## config.mk

```make
export PLATFORM = sky130hd
export DESIGN_NAME = mult_div_sequencer
export DESIGN_NICKNAME = d
export VERILOG_FILES = /design/src/rtl/mult_div_pkg.sv /design/src/rtl/mult_div_sequencer_div_step.sv /design/src/rtl/mult_div_sequencer.sv
export SDC_FILE = /design/constraint.sdc
export NUM_CORES = 1
export LEC_CHECK = 0
export CAP_MARGIN = 20
export CORE_UTILIZATION = 35
export DETAILED_ROUTE_END_ITERATION = 7
export PLACE_DENSITY = 0.53
export SYNTH_ARGS = -nofsm -noshare
export SYNTH_HDL_FRONTEND = slang
export SYNTH_SLANG_ARGS = --single-unit
```

## constraint.sdc

```tcl
create_clock -name clk -period 11.99 [get_ports clk]
set_input_delay 2.398 -clock clk [delete_from_list [all_inputs] [get_ports clk]]
set_output_delay 2.398 -clock clk [all_outputs]
set_load 0.01 [all_outputs]
```

## src/rtl/mult_div_pkg.sv

```systemverilog
// Shared types and constants for the multi-cycle MULT/DIV sequencer.
package mult_div_pkg;

    localparam int DEFAULT_WIDTH = 32;

    localparam logic OP_MULT = 1'b0;
    localparam logic OP_DIV  = 1'b1;

    typedef enum logic [2:0] {
        IDLE,
        MULT,
        DIV,
        FIX,
        DONE,
        ZERO
    } state_e;

endpackage

```

## src/rtl/mult_div_sequencer_div_step.sv

```systemverilog
// One restoring-division step: shift in the next dividend bit, trial-subtract the divisor.
module div_step #(
    parameter int WIDTH = 32
) (
    input  logic [WIDTH-1:0] rem_i,
    input  logic [WIDTH-1:0] divisor_i,
    input  logic             bit_i,
    output logic [WIDTH-1:0] rem_o,
    output logic             q_o
);

    logic [WIDTH:0]   shifted;
    logic [WIDTH-1:0] trial;

    assign shifted = {rem_i, bit_i};
    // rem_i < divisor_i, so a successful subtraction always fits back into WIDTH bits.
    assign trial   = shifted[WIDTH-1:0] - divisor_i;
    assign q_o     = (shifted >= {1'b0, divisor_i});
    assign rem_o   = q_o ? trial : shifted[WIDTH-1:0];

endmodule

```

## src/rtl/mult_div_sequencer.sv

```systemverilog
// Iterative signed Booth multiplier / restoring divider with start/busy/done handshake.
// Optional macro MULT_DIV_UNSIGNED_EN adds the is_unsigned input (MULTU/DIVU).
module mult_div_sequencer
    import mult_div_pkg::*;
#(
    parameter int WIDTH = DEFAULT_WIDTH
) (
    input  logic             clk,
    input  logic             reset,
    input  logic             start,
    input  logic             op,
`ifdef MULT_DIV_UNSIGNED_EN
    input  logic             is_unsigned,
`endif
    input  logic [WIDTH-1:0] a_in,
    input  logic [WIDTH-1:0] b_in,
    output logic             busy,
    output logic             done,
    output logic             div0,
    output logic [WIDTH-1:0] hi_out,
    output logic [WIDTH-1:0] lo_out
);

    localparam int CNT_W = $clog2(WIDTH);
    localparam int PW    = WIDTH + 2;   // Booth partial-product width with headroom

    state_e           state_q, state_d;
    logic [CNT_W-1:0] cnt_q, cnt_d;
    logic [PW-1:0]    acc_q, acc_d;     // Booth upper half, or division remainder
    logic [PW-1:0]    m_q, m_d;         // extended multiplicand, or divisor magnitude
    logic [WIDTH-1:0] sh_q, sh_d;       // multiplier/product low, or dividend/quotient
    logic             qm1_q, qm1_d;
    logic             op_q, op_d;
    logic             neg_quo_q, neg_quo_d;
    logic             neg_rem_q, neg_rem_d;
    logic             corr_q, corr_d;
    logic [WIDTH-1:0] hi_q, hi_d;
    logic [WIDTH-1:0] lo_q, lo_d;

    logic             uns;
    logic             a_neg, b_neg;
    logic [WIDTH-1:0] a_mag, b_mag;
    logic [PW-1:0]    booth_sum;
    logic [WIDTH-1:0] rem_nx;
    logic             q_bit;
    logic             last_step;

`ifdef MULT_DIV_UNSIGNED_EN
    assign uns = is_unsigned;
`else
    assign uns = 1'b0;
`endif

    assign a_neg     = ~uns & a_in[WIDTH-1];
    assign b_neg     = ~uns & b_in[WIDTH-1];
    assign a_mag     = a_neg ? -a_in : a_in;
    assign b_mag     = b_neg ? -b_in : b_in;
    assign last_step = (cnt_q == CNT_W'(WIDTH - 1));

    always_comb begin
        unique case ({sh_q[0], qm1_q})
            2'b01:   booth_sum = acc_q + m_q;
            2'b10:   booth_sum = acc_q - m_q;
            default: booth_sum = acc_q;
        endcase
    end

    div_step #(.WIDTH(WIDTH)) u_div_step (
        .rem_i     (acc_q[WIDTH-1:0]),
        .divisor_i (m_q[WIDTH-1:0]),
        .bit_i     (sh_q[WIDTH-1]),
        .rem_o     (rem_nx),
        .q_o       (q_bit)
    );

    always_comb begin
        // NOTE: every signal gets a default first so no path leaves it unassigned (no latches).
        state_d   = state_q;
        cnt_d     = cnt_q;
        acc_d     = acc_q;
        m_d       = m_q;
        sh_d      = sh_q;
        qm1_d     = qm1_q;
        op_d      = op_q;
        neg_quo_d = neg_quo_q;
        neg_rem_d = neg_rem_q;
        corr_d    = corr_q;
        hi_d      = hi_q;
        lo_d      = lo_q;

        unique case (state_q)
            IDLE: begin
                if (start) begin
                    op_d  = op;
                    cnt_d = '0;
                    acc_d = '0;
                    qm1_d = 1'b0;
                    if (op == OP_MULT) begin
                        m_d     = uns ? {2'b00, a_in} : {{2{a_in[WIDTH-1]}}, a_in};
                        sh_d    = b_in;
                        // Booth reads the multiplier MSB as negative; unsigned adds it back.
                        corr_d  = uns & b_in[WIDTH-1];
                        state_d = MULT;
                    end else if (b_in != '0) begin
                        m_d       = {2'b00, b_mag};
                        sh_d      = a_mag;
                        neg_quo_d = a_neg ^ b_neg;
                        neg_rem_d = a_neg;
                        state_d   = DIV;
                    end else begin
                        state_d = ZERO;
                    end
                end
            end
            MULT: begin
                acc_d = {booth_sum[PW-1], booth_sum[PW-1:1]};
                sh_d  = {booth_sum[0], sh_q[WIDTH-1:1]};
                qm1_d = sh_q[0];
                cnt_d = cnt_q + 1'b1;
                if (last_step) state_d = FIX;
            end
            DIV: begin
                acc_d = {2'b00, rem_nx};
                sh_d  = {sh_q[WIDTH-2:0], q_bit};
                cnt_d = cnt_q + 1'b1;
                if (last_step) state_d = FIX;
            end
            FIX: begin
                if (op_q == OP_MULT) begin
                    hi_d = acc_q[WIDTH-1:0] + (corr_q ? m_q[WIDTH-1:0] : '0);
                    lo_d = sh_q;
                end else begin
                    hi_d = neg_rem_q ? -acc_q[WIDTH-1:0] : acc_q[WIDTH-1:0];
                    lo_d = neg_quo_q ? -sh_q : sh_q;
                end
                state_d = DONE;
            end
            DONE:    state_d = IDLE;
            ZERO:    state_d = IDLE;
            default: state_d = IDLE;
        endcase
    end

    always_ff @(posedge clk or negedge reset) begin
        if (!reset) begin
            state_q   <= IDLE;
            cnt_q     <= '0;
            acc_q     <= '0;
            m_q       <= '0;
            sh_q      <= '0;
            qm1_q     <= 1'b0;
            op_q      <= OP_MULT;
            neg_quo_q <= 1'b0;
            neg_rem_q <= 1'b0;
            corr_q    <= 1'b0;
            hi_q      <= '0;
            lo_q      <= '0;
        end else begin
            // NOTE: non-blocking so every register samples the pre-edge values.
            state_q   <= state_d;
            cnt_q     <= cnt_d;
            acc_q     <= acc_d;
            m_q       <= m_d;
            sh_q      <= sh_d;
            qm1_q     <= qm1_d;
            op_q      <= op_d;
            neg_quo_q <= neg_quo_d;
            neg_rem_q <= neg_rem_d;
            corr_q    <= corr_d;
            hi_q      <= hi_d;
            lo_q      <= lo_d;
        end
    end

    assign busy   = (state_q == MULT) || (state_q == DIV) || (state_q == FIX);
    assign done   = (state_q == DONE);
    assign div0   = (state_q == ZERO);
    assign hi_out = hi_q;
    assign lo_out = lo_q;

endmodule

```

==> results of run 1 <==
## registers in the layout, indices dropped and copies added (netlist names)
signal / count
acc_q: 33
cnt_q: 5
hi_out: 32
lo_out: 32
m_q: 33
neg_quo_q: 1
neg_rem_q: 1
op_q: 1
qm1_q: 1
sh_q: 32
state_q: 3
## placed cells by master, fill, tap and decap left out, types with 15 or more instances in the layout
master           synthesis  layout
o211ai_1                25      25
dfrtp_1                174     174
clkbuf_16                0      17
o21a_1                  16      16
nand4_1                 16      16
nand3_1                 27      27
a31oi_1                 21      21
xnor2_1                109     109
buf_4                    2      20
nor4_1                  17      17
clkdlybuf4s50_1          0     132
o21ai_0                231     231
nand2b_1                17      17
ha_1                    73      73
mux2i_1                 34      34
nor2_1                 175     173
nor3_1                  27      27
nand2_1                255     255
xor2_1                  94      94
and2_1                  15      15
a21oi_1                154     154
o41ai_1                 15      15
o31ai_1                 21      21
a221oi_1                27      27
a211oi_1                30      30
inv_1                   69      69
a21o_1                  24      24
## synth_stat cells (6+ instances only)
master,n,area (sq um)
o21a_1,16,120.1
a21oi_1,154,770.7
inv_1,69,259.0
mux2i_1,34,340.3
and2_1,15,93.84
a22oi_1,12,90.09
and4_1,7,61.31
o21ai_0,231,1156
a221o_1,6,60.06
nand2_1,255,957.2
ha_1,73,913.4
nor2_1,175,656.9
a31oi_1,21,131.4
o41ai_1,15,131.4
a221oi_1,27,236.5
nor3b_1,8,60.06
or3_1,10,62.56
a211oi_1,30,225.2
a222oi_1,7,70.07
o211ai_1,25,187.7
o21ai_1,11,55.05
xor2_1,94,823.3
clkbuf_1,118,442.9
nand2b_1,17,106.4
nor2b_1,15,93.84
buf_2,9,45.04
o21bai_1,8,60.06
dfrtp_1,174,4354
a41oi_1,9,78.83
nor3_1,27,135.1
nand4_1,16,100.1
o31ai_1,21,157.7
nand3_1,27,135.1
a21o_1,24,180.2
and3_1,7,43.79
or4_1,12,90.09
xnor2_1,109,954.7
nor4_1,17,106.4
or2_2,7,43.79
## critical path, cell delays in order
cell,delay (ns)
clkdlybuf4s50_1,0.49
or3_1,0.44
nor3b_1,0.61
nand4_2,0.42
nor3_2,0.36
nand2b_1,0.20
nand2_2,0.56
o22ai_1,0.41
a21oi_1,0.06
## stage by stage
stage | cell area [sq um] | instances | worst slack, ns | hold slack [ns]
final | 17690 | 2629 | 6.400 | 0.4759
after global routing | 17690 | 2629 | 5.981 | 0.4985
after CTS | 17650 | 2627 | 6.458 | 0.4853
after detailed placement | 17060 | 2595 | 5.919 | 0.4690
after global placement | 17060 | 2595 | 6.057 | 0.4629
after floorplan | 15370 | 1992 | 7.376 | 0.4632
## worst max-delay path by stage
stage	cells after the start	slack [ns]	from	end
after floorplan	8	7.38	a_in[20]	sh_q[27]
after global placement	9	6.06	b_in[2]	sh_q[28]
after detailed placement	9	5.92	b_in[2]	sh_q[28]
after CTS	9	6.46	b_in[2]	sh_q[28]
after global routing	16	5.98	m_q[4]	acc_q[32]
final	9	6.40	b_in[2]	sh_q[28]
## logic make-up (layout without fill, tap and decap cells)
logic type	count (synthesis)	count (layout)	synth area share, %
compound gates	659	659	26.72
simple gates	640	640	19.50
buf+inv	204	256	5.250
xor+xnor	203	203	11.57
flops	174	174	28.32
fa+ha+maj	75	75	6.202
mux	37	37	2.434
## layout make-up
cell class	count	area, sq um
flip-flops and latches	174	4354
inverters	69	259.0
repair buffers	155	1523
fillers	4492	25480
multi-input cells	1614	10240
clock inverters	14	145.1
clock buffers	18	439.2
well taps	585	732.0
## metal layers
metal  global-route usage, %  vias up  part of all wire (%)
li1                        -     7226                     -
met1                   34.55     7064                    48
met2                   34.91      503                    42
met3                   5.459       80                   6.9
met4                   9.945        2                   3.3
met5                       0        -                 0.025
==> impl_results.md, run 1 <==
- Worst R2R Path Depth: 16
- HPWL Detailed: 41.15 mm
- Utilization after layout: 40.97%
- Final WL: 52.64 mm
- Post-CTS Hold Fix Bufs: 0
- Worst hold path depth: 2
- Ys async rst share: 100.0%
- Synthesis-to-finish area growth: 15.07%
- Via density: 5.658
- CTS resizes: 0
- Via count: 14875
- EDFF count, synth: 0
- Cell area after synthesis: 15370 sq um
- Final TNS setup: 0 ns
- Number of diodes: 0
- CTS buffer count: 17
- First-pass GRT wire length: 82.52 mm
- Actual slew at the worst max-slew pin: 1.052 ns
- CTS sink count: 174
- Outcome: finished clean
- Layout Nets: 2174
- Layout cells sized above 1: 4.452%
- Worst Hold Class: reg -> reg
- Maxcap violations: 0
- Syn nets: 2135
- Post-route minimum period: 5.590 ns
- Final Hold Viols: 0
- Max-slew violation total from the final report: 0
- Worst Setup Start Kind: input pin
- Worst setup EP type: flop
- RSZ-0062 raised after global routing: false
- Die area: 44760 sq um
- Drt initial violations: 1258
- H-tree Lvls: 4
- Port Buffers: 134
- Routed WL per cell: 20.02 microns
- Synth cell types: 80
- R2r startpoint: m_q[5]
- Synthesis-stage register bit count: 174
- FF-to-FF setup slack: 6.45 ns
- TritonRoute pass-1 iters: 7
- Starting density of the core: 35.61%
- Cell Rows: 76
- Required @ worst endpoint: 12.37 ns
- Overflow after GRT: 0
- Post-Syn Instances: 1992
- Core Footprint: 43170 sq um
- Setup CP Type: in -> reg
- Initial antenna violation count: 1
- Gpl congestion: 0.9566
- Clock buffer depth: 2
- Yosys warnings: 0
- Worst path arrival time: 5.97 ns
- CTS tree: yes
- Clock Latency Late Sink: 0.51 ns
- Root buffer cell: clkbuf_16
- GRT Resource Usage Total: 24.22%
- Fmax: 178.9 MHz
- I/O Pins: 135
- Fin crit share: 46.63%
- Worst slew margin: 29.44%
- Post-route clock skew: 0.01490 ns
- Top_reg_cell synth: dfrtp_1
- Die height: 211.6 microns
- Via count of the first global-routing pass: 14125
- Worst Path Max Fanout: 58
- Die Wd: 211.6 microns
- Post-CTS setup repair buffer count: 0
- DRC viols: 0
- Sequential area share after synthesis: 28.32%
- Reg-to-Reg End: acc_q[32]
- Final ANT Viol Nets: 0
- Worst Hold Launch: hi_out[20]
- Largest net degree at the start of global routing: 129
- Clk pin slew, worst setup/hold paths: 0.08 ns
- Setup violators final: 0
- Worst Hold End: hi_out[20]
- Syn Area/Cell: 7.717 sq um
Power of run 1 is left out: the tool's default activity adds up to more than one toggle a clock period on the data nets, which glitch-free logic cannot reach.
==> inputs of run 2 (changes only) <==
==> constraint.sdc (replaced) <==
create_clock -name clk -period 5.85 [get_ports clk]
set_input_delay 1.17 -clock clk [delete_from_list [all_inputs] [get_ports clk]]
set_output_delay 1.17 -clock clk [all_outputs]
set_load 0.01 [all_outputs]
==> impl_results.md, run 2 (synthesis results as in run 1) <==
- Worst path arrival time: 5.43 ns (was 5.97 ns)
- Non-filler cells, final: 2631 (was 2629)
- Root buffer cell: clkbuf_16 (unchanged)
- CTS resizes: 0 (unchanged)
- CTS buffer count: 17 (unchanged)
- Layout cells sized above 1: 4.497% (was 4.452%)
- Maxcap violations: 0 (unchanged)
- Core Footprint: 43170 sq um (unchanged)
- Clk pin slew, worst setup/hold paths: 0.07 ns (was 0.08 ns)
- Final Hold Viols: 0 (unchanged)
- Worst Path Max Fanout: 9 (was 58)
- Gpl congestion: 0.9291 (was 0.9566)
- Post-route clock skew: 0.01267 ns (was 0.01490 ns)
- Worst Hold Class: reg -> reg (unchanged)
- Worst Setup Start Kind: flop (was input pin)
- RSZ-0062 raised after global routing: false (unchanged)
- GRT Resource Usage Total: 24.51% (was 24.22%)
- Cells after DPL: 2598 (was 2595)
- Commonest non-fill, non-tap cells in the layout: 255 x nand2_1, 231 x o21ai_0, 174 x dfrtp_1 (unchanged)
- Final instance area: 17680 sq um (was 17690 sq um)
- Die area: 44760 sq um (unchanged)
- Port Buffers: 134 (unchanged)
- Via count of the first global-routing pass: 14117 (was 14125)
- R2r startpoint: m_q[5] (unchanged)
- Cell Rows: 76 (unchanged)
- Final WL: 53.70 mm (was 52.64 mm)
- Via density: 5.661 (was 5.658)
- Largest registers: acc_q (33), m_q (33) (unchanged)
- Routed WL per cell: 20.41 microns (was 20.02 microns)
- Setup violators final: 0 (unchanged)
- Die Wd: 211.6 microns (unchanged)
- Final TNS setup: 0 ns (unchanged)
- Max-slew violation total from the final report: 0 (unchanged)
- Clock buffer depth: 2 (unchanged)
- Largest net degree at the start of global routing: 129 (unchanged)
- Outcome: finished clean (unchanged)
- Layout Nets: 2176 (was 2174)
- Starting density of the core: 35.61% (unchanged)
- Final ANT Viol Nets: 0 (unchanged)
- Worst Hold Launch: hi_out[21] (was hi_out[20])
- Setup CP Type: reg -> reg (was in -> reg)
- Initial antenna violation count: 0 (was 1)
- Post-CTS Hold Fix Bufs: 0 (unchanged)
- HPWL Detailed: 41.62 mm (was 41.15 mm)
- H-tree Lvls: 4 (unchanged)
- Required @ worst endpoint: 6.19 ns (was 12.37 ns)
- CTS sink count: 174 (unchanged)
- DRC viols: 0 (unchanged)
- TritonRoute pass-1 iters: 6 (was 7)
- Worst slew margin: 32.90% (was 29.44%)
- Fin crit share: 86.94%
- I/O Pins: 135 (unchanged)
- Number of diodes: 0 (unchanged)
- Worst setup EP type: flop (unchanged)
- Clock Latency Late Sink: 0.50 ns (was 0.51 ns)
- Cell Area, Placed: 17100 sq um (was 17060 sq um)
- Post-CTS setup repair buffer count: 0 (unchanged)
- Drt initial violations: 1325 (was 1258)
- CTS tree: yes (unchanged)
- Hold_ws: 0.4779 ns (was 0.4759 ns)
- Post-route minimum period: 5.086 ns
- Critical path startpoint: m_q[5] (was b_in[2])
- Fmax: 196.6 MHz
- First-pass GRT wire length: 83.52 mm (was 82.52 mm)
- Actual slew at the worst max-slew pin: 1.003 ns (was 1.052 ns)
- Synthesis-to-finish area growth: 15.01% (was 15.07%)
- Most common cell after layout, fill and taps aside: nand2_1 (unchanged)
- Via count: 14895 (was 14875)
- Overflow after GRT: 0 (unchanged)
- Die height: 211.6 microns (unchanged)
-- run 2: worst paths after layout --
path                               to  slack (ns)  depth (start not counted)
max reg2reg                 acc_q[29]        0.76                         17
max in group asynchronous    sh_q[24]        4.16                          2
min reg2reg                hi_out[21]        0.48                          2
max                         acc_q[29]        0.76                         17
min                        hi_out[21]        0.48                          2
min in group asynchronous   hi_out[8]        0.61                          1
-- run 2: layout make-up --
class | count | area (sq um)
multi-input combinational | 1614 | 10240
clock inverter | 14 | 131.4
tap | 585 | 732.0
fill | 4498 | 25490
timing repair buffer | 157 | 1538
inverter | 69 | 259.0
sequential | 174 | 4354
clock buffer | 18 | 429.2
-- run 2: critical path: stages, from the launching register on --
cell	delay (ns)
dfrtp_1	0.42
or3_1	0.41
nor4_1	0.51
nor4b_1	0.48
and2_1	0.30
and3_1	0.34
a41oi_1	0.17
xnor2_1	0.16
ha_1	0.39
a21o_1	0.23
a21o_1	0.17
a21oi_1	0.29
o21ai_0	0.13
a31o_2	0.25
a21oi_1	0.15
xnor2_1	0.08
a222oi_1	0.29
o21ai_0	0.15
-- run 2: through the flow --
step                setup slack (ns)  utilization, %
floorplan                      1.489               -
global placement              0.9975           39.61
detailed placement            0.8860           39.61
CTS                           0.8737           40.91
global route                  0.4091           40.95
finish                        0.7640           40.95
-- run 2: routing by layer --
layer | wire length [microns] | track usage (%) | part of all wire [%] | vias up
met2 | 23560 | 37.81 | 44 | 468
li1 | - | - | - | 7245
met5 | 0 | 0 | 0 | -
met4 | 648 | 5.297 | 1.2 | 0
met3 | 3205 | 4.228 | 6.0 | 42
met1 | 26280 | 35.52 | 49 | 7140
Power of run 2 is left out for the same reason.
==> inputs of run 3 (changes only) <==
--- a/config.mk
+++ b/config.mk
@@ -5,10 +5,10 @@
 export SDC_FILE = /design/constraint.sdc
 export NUM_CORES = 1
 export LEC_CHECK = 0
-export CAP_MARGIN = 20
-export CORE_UTILIZATION = 35
+export CORE_MARGIN = 3
+export CORE_UTILIZATION = 32
 export DETAILED_ROUTE_END_ITERATION = 7
-export PLACE_DENSITY = 0.53
+export PLACE_DENSITY = 0.49
 export SYNTH_ARGS = -nofsm -noshare
 export SYNTH_HDL_FRONTEND = slang
 export SYNTH_SLANG_ARGS = --single-unit
==> impl_results.md, run 3 (synthesis results as in run 1) <==
- Outcome: finished clean (unchanged)
- Delay-heaviest family, CP: simple AND/OR/NAND/NOR gates (unchanged)
- Gpl congestion: 0.9006 (was 0.9291)
- Worst Setup Start Kind: flop (unchanged)
- Final instance area: 17750 sq um (was 17680 sq um)
- Final Hold Viols: 0 (unchanged)
- Post-route minimum period: 5.154 ns (was 5.086 ns)
- Post-route clock skew: 0.01172 ns (was 0.01267 ns)
- Max-slew violation total from the final report: 0 (unchanged)
- Most common cell after layout, fill and taps aside: nand2_1 (unchanged)
- Via count: 14851 (was 14895)
- Routed WL per cell: 20.56 microns (was 20.41 microns)
- Layout cells sized above 1: 4.497% (unchanged)
- PnR worst setup slack: 0.6960 ns (was 0.7640 ns)
- Worst Path Max Fanout: 9 (unchanged)
- Commonest non-fill, non-tap cells in the layout: 255 x nand2_1, 231 x o21ai_0, 174 x dfrtp_1 (unchanged)
- Clock Latency Late Sink: 0.49 ns (was 0.50 ns)
- Clk pin slew, worst setup/hold paths: 0.07 ns (about the same)
- Critical path cell sequence: or3_1 -> nor4_1 -> nor4b_1 -> and2_1 -> and3_1 -> a41oi_1 -> xnor2_1 -> ha_1 -> a21o_1 -> a21o_1 -> a21oi_1 -> o21ai_0 -> a31o_2 -> a21oi_1 -> xnor2_1 -> a222oi_1 -> o21ai_0 (unchanged)
- Cell Rows: 79 (was 76)
- Worst slew margin: 22.55% (was 32.90%)
- Number of diodes: 0 (unchanged)
- Drt initial violations: 1095 (was 1325)
- Post-place setup slack: 0.7821 ns (was 0.8860 ns)
- Initial antenna violation count: 1 (was 0)
- Worst setup EP type: flop (unchanged)
- Layout Nets: 2176 (unchanged)
- Root buffer cell: clkbuf_16 (unchanged)
- Slowest cell on the critical path: nor4_1 (unchanged)
- Synthesis-to-finish area growth: 15.46% (was 15.01%)
- Non-filler cells, final: 2653 (was 2631)
- Final TNS setup: 0 ns (unchanged)
- Clock buffer depth: 2 (unchanged)
- WP buf/inv: 0 (unchanged)
- CTS buffer count: 17 (unchanged)
- Final ANT Viol Nets: 0 (unchanged)
- CTS sink count: 174 (unchanged)
- Largest registers: acc_q (33), m_q (33) (unchanged)
- Final WL: 54.55 mm (was 53.70 mm)
- GRT Resource Usage Total: 21.51% (was 24.51%)
- Die height: 225.2 microns (was 211.6 microns)
- H-tree Lvls: 4 (unchanged)
- Worst Hold Class: reg -> reg (unchanged)
- Cells after DPL: 2621 (was 2598)
- DRC viols: 0 (unchanged)
- Cell Area, Placed: 17130 sq um (was 17100 sq um)
- Maxcap violations: 0 (unchanged)
- Actual slew at the worst max-slew pin: 1.162 ns (was 1.003 ns)
- CTS tree: yes (unchanged)
- Overflow after GRT: 0 (unchanged)
- Port Buffers: 134 (unchanged)
- Post-CTS setup repair buffer count: 0 (unchanged)
- Required @ worst endpoint: 6.19 ns (about the same)
- Die Wd: 225.2 microns (was 211.6 microns)
- Core Footprint: 46950 sq um (was 43170 sq um)
- Via count of the first global-routing pass: 13941 (was 14117)
- First-pass GRT wire length: 84.61 mm (was 83.52 mm)
- RSZ-0062 raised after global routing: false (unchanged)
- Largest net degree at the start of global routing: 129 (unchanged)
- Post-CTS Hold Fix Bufs: 0 (unchanged)
- CTS resizes: 0 (unchanged)
- Starting density of the core: 32.74% (was 35.61%)
- Worst path arrival time: 5.49 ns (was 5.43 ns)
- I/O Pins: 135 (unchanged)
- Setup violators final: 0 (unchanged)
- Fmax: 194.0 MHz (was 196.6 MHz)
- Fin crit share: 88.10% (was 86.94%)
- HPWL Detailed: 42.61 mm (was 41.62 mm)
- Setup CP Type: reg -> reg (unchanged)
- CP peak stage delay: 0.52 ns (was 0.51 ns)
- Die area: 50700 sq um (was 44760 sq um)
- Via density: 5.598 (was 5.661)
- TritonRoute pass-1 iters: 7 (was 6)
==> run 3: tightest hold or removal path, stage by stage, from the launching register on <==
cell and delay [ns]:
dfrtp_1 0.34, nand2_1 0.04, o21ai_0 0.06
==> run 3: layout make-up <==
| type | count | area, sq um |
|---|---|---|
| timing repair buffer | 157 | 1525 |
| tap | 607 | 759.5 |
| clock buffer | 18 | 429.2 |
| multi-input combinational | 1614 | 10230 |
| inverter | 69 | 259.0 |
| clock inverter | 14 | 191.4 |
| sequential | 174 | 4354 |
| fill | 4902 | 29200 |
==> run 3: path summary, 6_finish.rpt <==
| kind | cells after the start | slack [ns] | endpoint | from |
|---|---|---|---|---|
| min reg2reg | 2 | 0.48 | hi_out[27] | hi_out[27] |
| max reg2reg | 17 | 0.70 | acc_q[29] | m_q[5] |
| min in group asynchronous | 1 | 0.71 | hi_out[9] | reset |
| max | 17 | 0.70 | acc_q[29] | m_q[5] |
| max in group asynchronous | 2 | 4.08 | sh_q[18] | reset |
| min | 2 | 0.48 | hi_out[27] | hi_out[27] |
==> run 3: per-layer routing <==
layer / GRT usage, % / wire length (microns)
met1: 31.74 / 26660
met4: 5.084 / 634
met5: 0 / 0
met3: 2.918 / 2923
met2: 33.30 / 24330
==> run 3: per-stage QoR <==
step	utilization [%]	hold WS [ns]
after floorplan	-	0.4632
after global placement	36.48	0.4616
after detailed placement	36.48	0.4710
after CTS	37.80	0.4878
after global routing	37.80	0.5050
final	37.80	0.4785
Power of run 3 is left out for the same reason.
